--- config.mk ---
export PLATFORM = sky130hd
export DESIGN_NAME = ika2151_noise
export DESIGN_NICKNAME = d
export VERILOG_FILES = /design/src/rtl/ika2151_noise.sv
export SDC_FILE = /design/constraint.sdc
export NUM_CORES = 1
export LEC_CHECK = 0
export ABC_AREA = 0
export CAP_MARGIN = 20
export CORE_AREA = 2 2 40 57
export CTS_BUF_LIST = sky130_fd_sc_hd__clkbuf_4 sky130_fd_sc_hd__clkbuf_8 sky130_fd_sc_hd__clkbuf_16
export DETAILED_ROUTE_END_ITERATION = 10
export DIE_AREA = 0 0 42 59
export GPL_ROUTABILITY_DRIVEN = 1
export PLACE_DENSITY = 0.87
export SYNTH_ARGS = -nofsm -noshare
export SYNTH_HDL_FRONTEND = slang
export SYNTH_SLANG_ARGS = --single-unit
--- constraint.sdc ---
create_clock -name i_EMUCLK -period 3.6 [get_ports i_EMUCLK]
set_clock_uncertainty 0.1 [all_clocks]
set_input_delay 0.9 -clock i_EMUCLK [delete_from_list [all_inputs] [get_ports i_EMUCLK]]
set_output_delay 0.9 -clock i_EMUCLK [all_outputs]
set_load 0.01 [all_outputs]
--- src/rtl/ika2151_noise.sv ---
// IKA2151 noise generator: a 5-bit rate counter, a pending flag and a 17-bit XNOR LFSR.
// Optional: define IKA2151_NOISE_LFSR_DEBUG_EN to expose the LFSR state on o_NOISE_LFSR.
module ika2151_noise (
  input  logic        i_EMUCLK,
  input  logic        i_MRST,
  input  logic        i_phi1_NCEN_n,
  input  logic        i_CYCLE_12,
  input  logic        i_CYCLE_15_31,
  input  logic        i_NE,
  input  logic [4:0]  i_NFRQ,
  output logic        o_NOISE,
  output logic        o_NOISE_UPDATE
`ifdef IKA2151_NOISE_LFSR_DEBUG_EN
  ,
  output logic [16:0] o_NOISE_LFSR
`endif
);

  // One right shift; the XNOR feedback keeps the all-zero reset state inside the sequence.
  function automatic logic [16:0] lfsr_step(input logic [16:0] cur);
    lfsr_step = {~(cur[0] ^ cur[3]), cur[16:1]};
  endfunction

  logic [4:0]  freq_cnt;
  logic [4:0]  freq_cnt_nxt;
  logic        pending;
  logic        pending_nxt;
  logic [16:0] lfsr;
  logic [16:0] lfsr_nxt;
  logic        noise_nxt;
  logic        update_nxt;
  logic        match;
  logic        consume;

  // Next-state logic for counter, pending flag, LFSR and outputs.
  always_comb begin
    match        = i_CYCLE_15_31 & (freq_cnt == ~i_NFRQ);
    consume      = i_CYCLE_12 & pending;
    freq_cnt_nxt = freq_cnt;
    pending_nxt  = pending;
    lfsr_nxt     = lfsr;
    noise_nxt    = o_NOISE;
    update_nxt   = 1'b0;

    if (i_CYCLE_15_31) begin
      if (match) begin
        freq_cnt_nxt = 5'd0;
      end else begin
        freq_cnt_nxt = freq_cnt + 5'd1;
      end
    end else begin
      freq_cnt_nxt = freq_cnt;
    end

    // A fresh match wins over a same-edge consume so that no event is lost.
    if (match) begin
      pending_nxt = 1'b1;
    end else if (consume) begin
      pending_nxt = 1'b0;
    end else begin
      pending_nxt = pending;
    end

    if (consume) begin
      lfsr_nxt   = lfsr_step(lfsr);
      noise_nxt  = i_NE & lfsr[0];
      update_nxt = 1'b1;
    end else begin
      lfsr_nxt   = lfsr;
      noise_nxt  = o_NOISE;
      update_nxt = 1'b0;
    end
  end

  // State registers; advance only on phi1-enabled edges.
  always_ff @(posedge i_EMUCLK or posedge i_MRST) begin
    if (i_MRST) begin
      freq_cnt       <= 5'd0;
      pending        <= 1'b0;
      lfsr           <= 17'h00000;
      o_NOISE        <= 1'b0;
      o_NOISE_UPDATE <= 1'b0;
    end else if (!i_phi1_NCEN_n) begin
      freq_cnt       <= freq_cnt_nxt;
      pending        <= pending_nxt;
      lfsr           <= lfsr_nxt;
      o_NOISE        <= noise_nxt;
      o_NOISE_UPDATE <= update_nxt;
    end else begin
      freq_cnt       <= freq_cnt;
      pending        <= pending;
      lfsr           <= lfsr;
      o_NOISE        <= o_NOISE;
      o_NOISE_UPDATE <= o_NOISE_UPDATE;
    end
  end

`ifdef IKA2151_NOISE_LFSR_DEBUG_EN
  assign o_NOISE_LFSR = lfsr;
`endif

endmodule

==> results of run 1 <==
-- cells by family after synthesis --
group | share of synthesized area (%)
compound gates | 6.104
xor+xnor | 4.930
fa+ha+maj | 1.174
buf+inv | 1.291
flops | 58.69
mux | 16.90
simple gates | 10.92
-- stage by stage --
step / hold WS (ns) / instance area (um^2) / setup WS (ns) / instances
2_1_floorplan: 0.3460 / 1066 / 1.814 / 84
3_3_place_gp: 0.3634 / 1202 / 1.299 / 115
3_5_place_dp: 0.3674 / 1202 / 1.258 / 115
4_1_cts: 0.4038 / 1230 / 1.374 / 119
5_1_grt: 0.4310 / 1230 / 1.330 / 119
6_report: 0.4011 / 1230 / 1.386 / 119
-- path summary, 6_finish.rpt --
path / slack (ns) / to / depth (start not counted)
worst max register to register: 2.23 / freq_cnt[2]$_DFFE_PP0P_ / 4
max in group asynchronous: 1.90 / lfsr[6]$_DFFE_PP0P_ / 2
worst max-delay path: 1.39 / o_NOISE_UPDATE / 1
min in group asynchronous: 0.96 / lfsr[8]$_DFFE_PP0P_ / 2
worst min register to register: 0.40 / lfsr[13]$_DFFE_PP0P_ / 1
worst min-delay path: 0.40 / lfsr[13]$_DFFE_PP0P_ / 1
-- placed cells by master, fill, tap and decap left out --
master	netlist	routed
clkdlybuf4s50_1	0	12
o21ai_0	6	6
clkinv_2	0	1
nor2b_1	1	1
a21oi_1	2	2
nor3_1	2	2
nand3_1	4	4
o31ai_1	1	1
nand3b_4	1	1
mux2_1	1	1
xor2_1	6	6
dfrtp_1	25	25
clkbuf_4	0	3
ha_1	1	1
a22o_1	1	1
nand2b_1	2	2
nor2_2	1	1
nand2_1	11	11
o311ai_1	1	1
inv_1	1	1
mux2_2	15	15
-- per-layer routing --
metal	global-route usage (%)	up-vias	share of wire [%]
met5	0	-	0
li1	-	319	-
met4	8.295	0	0.67
met1	17.21	307	46
met3	2.134	2	2.7
met2	24.33	9	51
-- state kept, by name, indices dropped and copies added, names as in the netlist --
| name | cells |
|---|---|
| o_NOISE_UPDATE | 1 |
| pending | 1 |
| o_NOISE | 1 |
| lfsr | 17 |
| freq_cnt | 5 |
-- power by group through the flow --
stage,sequential [mW],combinational [mW],clock (mW)
global placement,0.360,0.112,0
CTS,0.359,0.117,0.123
floorplan,0.355,0.0861,0
global route,0.363,0.133,0.134
detailed placement,0.365,0.116,0
finish,0.358,0.114,0.118
-- final cells by class --
type	instances	area share, %
Sequential cell	25	50.86
Multi-Input combinational cell	56	34.69
Timing Repair Buffer	12	9.766
Tap cell	21	2.136
Clock buffer	3	1.831
Clock inverter	1	0.4069
Inverter	1	0.3052
==> out/metrics.cfg, run 1 <==
[power_and_ir_drop]
cellLeakagePower_nw = 0.6106
seq_power_share_pct = 60.7
peakVddDrop_uv = 375.6
switching_share_pct = 27.91
power.switching_mw = 0.1646
clock_power_share_pct = 20.0
p_int_mw = 0.4253
power_frac_comb_pct = 19.3
power_density_nw_per_um2 = 479.6
p_total_mw = 0.5899

[clocking]
cts_tree = yes
clock_sinks = 25
cts_resized = 0
postCtsSetupRepairBufs = 0
ctsRootBufferMaster = clkbuf_4
clkLatencyLatePin_ns = 0.31
h-tree-depth = 1
clkTransAtPathRegs_ns = 0.13
cts_hold_buffers = 0
cts-buffers-inserted = 3
cts_buffer_depth = 2

[floorplan]
core_area_um2 = 1926
rows = 19
fp.dieH_um = 59
die_area_um2 = 2478
start_util_pct = 55.36
die-width_um = 42
io_pins = 13

[grt]
antenna_found_initial = 0
grt_pass1_wl_mm = 2.670
grt_pass1_vias = 652
grt_max_degree = 26
grt_overflow = 0
grt_util_all_layers_pct = 14.29

[drt]
drt_iter0_markers = 1
num_vias = 637
wl_per_cell_um = 12.52
drt_wl_total_mm = 1.490
drtPass1Iterations = 3
final_antenna_net_count = 0
avgViaCountPerCell = 5.353
drc = 0

[timing]
post-route-period-util_pct = 61.50
tightest_slew_ns = 0.8807
rsz0062_at_grt = no
hold_viol = 0
maxSlewViolCount = 0
slew_headroom_pct = 41.22
setup_violations = 0
layout_min_cycle_time_ns = 2.214
fmax_ghz = 0.4517
setup_tns_ns = 0

[final_layout]
multi_input_area_um2 = 426.7
postLayoutCoreUtil_pct = 63.87
area_growth_pct = 15.38
antenna_cells = 0
drive_gt1_share_pct = 21.43
filler_cell_count = 147
regArea_um2 = 625.6
final_nets = 111

[logic_synthesis]
syn_inst = 84
yosys-top-cells-area = dfrtp_1 (59%), mux2_2 (16%), xor2_1 (4.9%), nand2_1 (3.9%), o21ai_0 (2.8%)
netlist.area_leader.share_pct = 58.69
yosys_warnings = 0
ys_ff_latch = 25
yosys.area.top_type = dfrtp_1
ys.flop_type = dfrtp_1
ys_top_cells_by_count = dfrtp_1 (25), mux2_2 (15), nand2_1 (11)
synth.cell_area_um2 = 1066
synthesis.nets = 96
avgSynthCellArea_um2 = 12.69
yosysSeqAreaShare_pct = 58.69
synth_edf_count = 0
yosysMostFrequentCell = dfrtp_1
synthArstFlopShare_pct = 100.0
synth.distinct_cells = 19

[place]
place_hpwl_mm = 1.128
io_buffers = 12
place_congestion = 0.7482

[setup_path]
crit_start = o_NOISE_UPDATE$_DFFE_PP0N_
crit_buf_inv = 1
critPathMaxStageDelay_ns = 0.53
crit_chain = clkdlybuf4s50_1
cp.required_ns = 2.60
cp.arrival_ns = 1.21
cp-start-kind = flip-flop
end_kind = output port
critPathSlowestCell = clkdlybuf4s50_1
cpLargestDelayFamily = buffers and inverters
worstSetupPathType = flip-flop to output port
r2r-start = freq_cnt[0]$_DFFE_PP0P_
cp_max_fo = 2

[outcome]
status = complete, no violations

[flow_run]
cap_violations = 0

[hold_path]
min-delay-start = lfsr[14]$_DFFE_PP0P_
hp-class = flip-flop to flip-flop

No activity file was read; power rests on OpenSTA's default activity.
==> run 2, diff against run 1 <==
--- a/config.mk
+++ b/config.mk
@@ -7,12 +7,12 @@
 export LEC_CHECK = 0
 export ABC_AREA = 0
 export CAP_MARGIN = 20
-export CORE_AREA = 2 2 40 57
+export CORE_AREA = 2 2 43 61
 export CTS_BUF_LIST = sky130_fd_sc_hd__clkbuf_4 sky130_fd_sc_hd__clkbuf_8 sky130_fd_sc_hd__clkbuf_16
 export DETAILED_ROUTE_END_ITERATION = 10
-export DIE_AREA = 0 0 42 59
+export DIE_AREA = 0 0 45 63
 export GPL_ROUTABILITY_DRIVEN = 1
-export PLACE_DENSITY = 0.87
+export PLACE_DENSITY = 0.8
 export SYNTH_ARGS = -nofsm -noshare
 export SYNTH_HDL_FRONTEND = slang
 export SYNTH_SLANG_ARGS = --single-unit
==> constraint.sdc (replaced) <==
create_clock -name i_EMUCLK -period 2 [get_ports i_EMUCLK]
set_clock_uncertainty 0.1 [all_clocks]
set_input_delay 0.5 -clock i_EMUCLK [delete_from_list [all_inputs] [get_ports i_EMUCLK]]
set_output_delay 0.5 -clock i_EMUCLK [all_outputs]
set_load 0.01 [all_outputs]
==> out/metrics.cfg, run 2 (synthesis results as in run 1) <==
[timing]
rsz0062_at_grt = no
fmax_ghz = 0.5520
hold_viol = 0
maxSlewViolCount = 0
setup_tns_ns = 0
slew_headroom_pct = 79.75
layout_min_cycle_time_ns = 1.812
setup_violations = 0
worst_slack_ns = 0.1884
tightest_slew_ns = 0.3037
post-route-period-util_pct = 90.58

[power_and_ir_drop]
switching_share_pct = 28.20
peakVddDrop_uv = 602.4
power_frac_comb_pct = 19.9
p_int_mw = 0.7683
cellLeakagePower_nw = 0.6206
clock_power_share_pct = 19.9
power_density_nw_per_um2 = 857.8
p_total_mw = 1.070
power.switching_mw = 0.3017
seq_power_share_pct = 60.2

[clocking]
postCtsSetupRepairBufs = 0
cts_tree = yes
cts_resized = 0
clkTransAtPathRegs_ns = 0.13
cts-buffers-inserted = 3
h-tree-depth = 1
cts_buffer_depth = 2
clock_sinks = 25
ctsRootBufferMaster = clkbuf_4
clkLatencyLatePin_ns = 0.30
cts_hold_buffers = 0

[final_layout]
drive_gt1_share_pct = 23.00
top_regs = lfsr (17), freq_cnt (5)
largest_reg_flops = 17
postLayoutCellArea_um2 = 1247
area_growth_pct = 17.02
antenna_cells = 0
regMostFlops = lfsr
mostFrequentLayoutCell = dfrtp_1
final_nets = 113
final_cell_mix = dfrtp_1 (25), mux2_2 (15), clkdlybuf4s50_1 (12), nand2_1 (11)

[setup_path]
r2r-start = freq_cnt[1]$_DFFE_PP0P_
cp.arrival_ns = 1.21
worstSetupPathType = flip-flop to output port
crit_buf_inv = 1
cpLargestDelayFamily = buffers and inverters
regToRegSetupSlack_ns = 0.61
cp.required_ns = 1.40
cp_max_fo = 2
crit_cells = 1
crit_chain = clkdlybuf4s50_1
rr_worst_depth = 4
critPathSlowestCell = clkdlybuf4s50_1
cp-start-kind = flip-flop
end_kind = output port
critPathMaxStageDelay_ns = 0.53
reg2reg_to = freq_cnt[2]$_DFFE_PP0P_

[hold_path]
min_path_cells = 2
min-delay-start = lfsr[16]$_DFFE_PP0P_
min_delay_worst_endpoint = lfsr[16]$_DFFE_PP0P_
hp-class = flip-flop to flip-flop

[grt]
grt_pass1_wl_mm = 2.870
grt_use_met1_pct = 13.45
grt_util_all_layers_pct = 13.19
grt_max_degree = 26
antenna_found_initial = 0
grt_pass1_vias = 726
grt_overflow = 0
gr-usage-met3_pct = 1.734
grt.busiest_layer = met2
gr-usage-met2_pct = 25.00

[place]
pre_cts_ws_ns = 0.03946
place_area_um2 = 1220
io_buffers = 12
place_hpwl_mm = 1.244
place_congestion = 0.7421

[drt]
drtPass1Iterations = 3
final_antenna_net_count = 0
num_vias = 666
wl_per_cell_um = 13.15
drc = 0
drt_wl_total_mm = 1.618
avgViaCountPerCell = 5.415
drt_iter0_markers = 8

[floorplan]
core_area_um2 = 2312
die-width_um = 45
die_area_um2 = 2835
start_util_pct = 46.10
rows = 21
fp.dieH_um = 63
io_pins = 13

[flow_run]
cap_violations = 0

[outcome]
status = complete, no violations

==> run 2: cell count changes in the layout (fill, tap and decap cells not counted) <==
cell   change
buf_4      +2
==> run 2: routing by layer <==
metal,vias up,part of all wire [%],wire length (um)
li1,326,-,-
met1,328,40,643
met3,2,2.9,47
met4,0,0.37,6
met5,-,0,0
met2,10,57,921
==> run 2: metrics by stage <==
stage               hold WS (ns)  util (%)  instances
finish                    0.3926     53.95        123
global route              0.4283     53.95        123
CTS                       0.4053     53.95        123
detailed placement        0.3742     52.76        119
global placement          0.3629     52.76        119
floorplan                 0.3460         -         84
==> run 2: area by class of cell <==
type                       instances  area [um^2]
timing repair buffer              14        135.1
tap                               23        28.78
sequential                        25        625.6
multi-input combinational         56        426.7
inverter                           1        3.754
fill                             217         1065
clock inverter                     1        5.005
clock buffer                       3        22.52
==> run 2: how the worst max path moves through the flow <==
stage,slack [ns],end,start
6_report,0.19,o_NOISE_UPDATE,o_NOISE_UPDATE$_DFFE_PP0N_
2_1_floorplan,0.61,lfsr[0]$_DFFE_PP0P_,i_phi1_NCEN_n
5_1_grt,0.14,o_NOISE_UPDATE,o_NOISE_UPDATE$_DFFE_PP0N_
4_1_cts,0.16,o_NOISE_UPDATE,o_NOISE_UPDATE$_DFFE_PP0N_
3_5_place_dp,0.04,lfsr[5]$_DFFE_PP0P_,i_phi1_NCEN_n
3_3_place_gp,0.09,lfsr[12]$_DFFE_PP0P_,i_phi1_NCEN_n
==> run 2: power by group through the flow <==
stage               logic [mW]  registers, mW  clock network [mW]
finish                   0.213          0.644               0.213
global route             0.244          0.657               0.244
CTS                      0.217          0.646               0.226
detailed placement       0.218          0.657                   0
global placement         0.205          0.649                   0
floorplan                0.155          0.639                   0
==> run 3, diff against run 2 <==
--- a/config.mk
+++ b/config.mk
@@ -16,3 +16,4 @@
 export SYNTH_ARGS = -nofsm -noshare
 export SYNTH_HDL_FRONTEND = slang
 export SYNTH_SLANG_ARGS = --single-unit
+export TNS_END_PERCENT = 10
==> results of run 3 <==
Same layout as run 2: the final DEF is identical, and so are final timing and power.
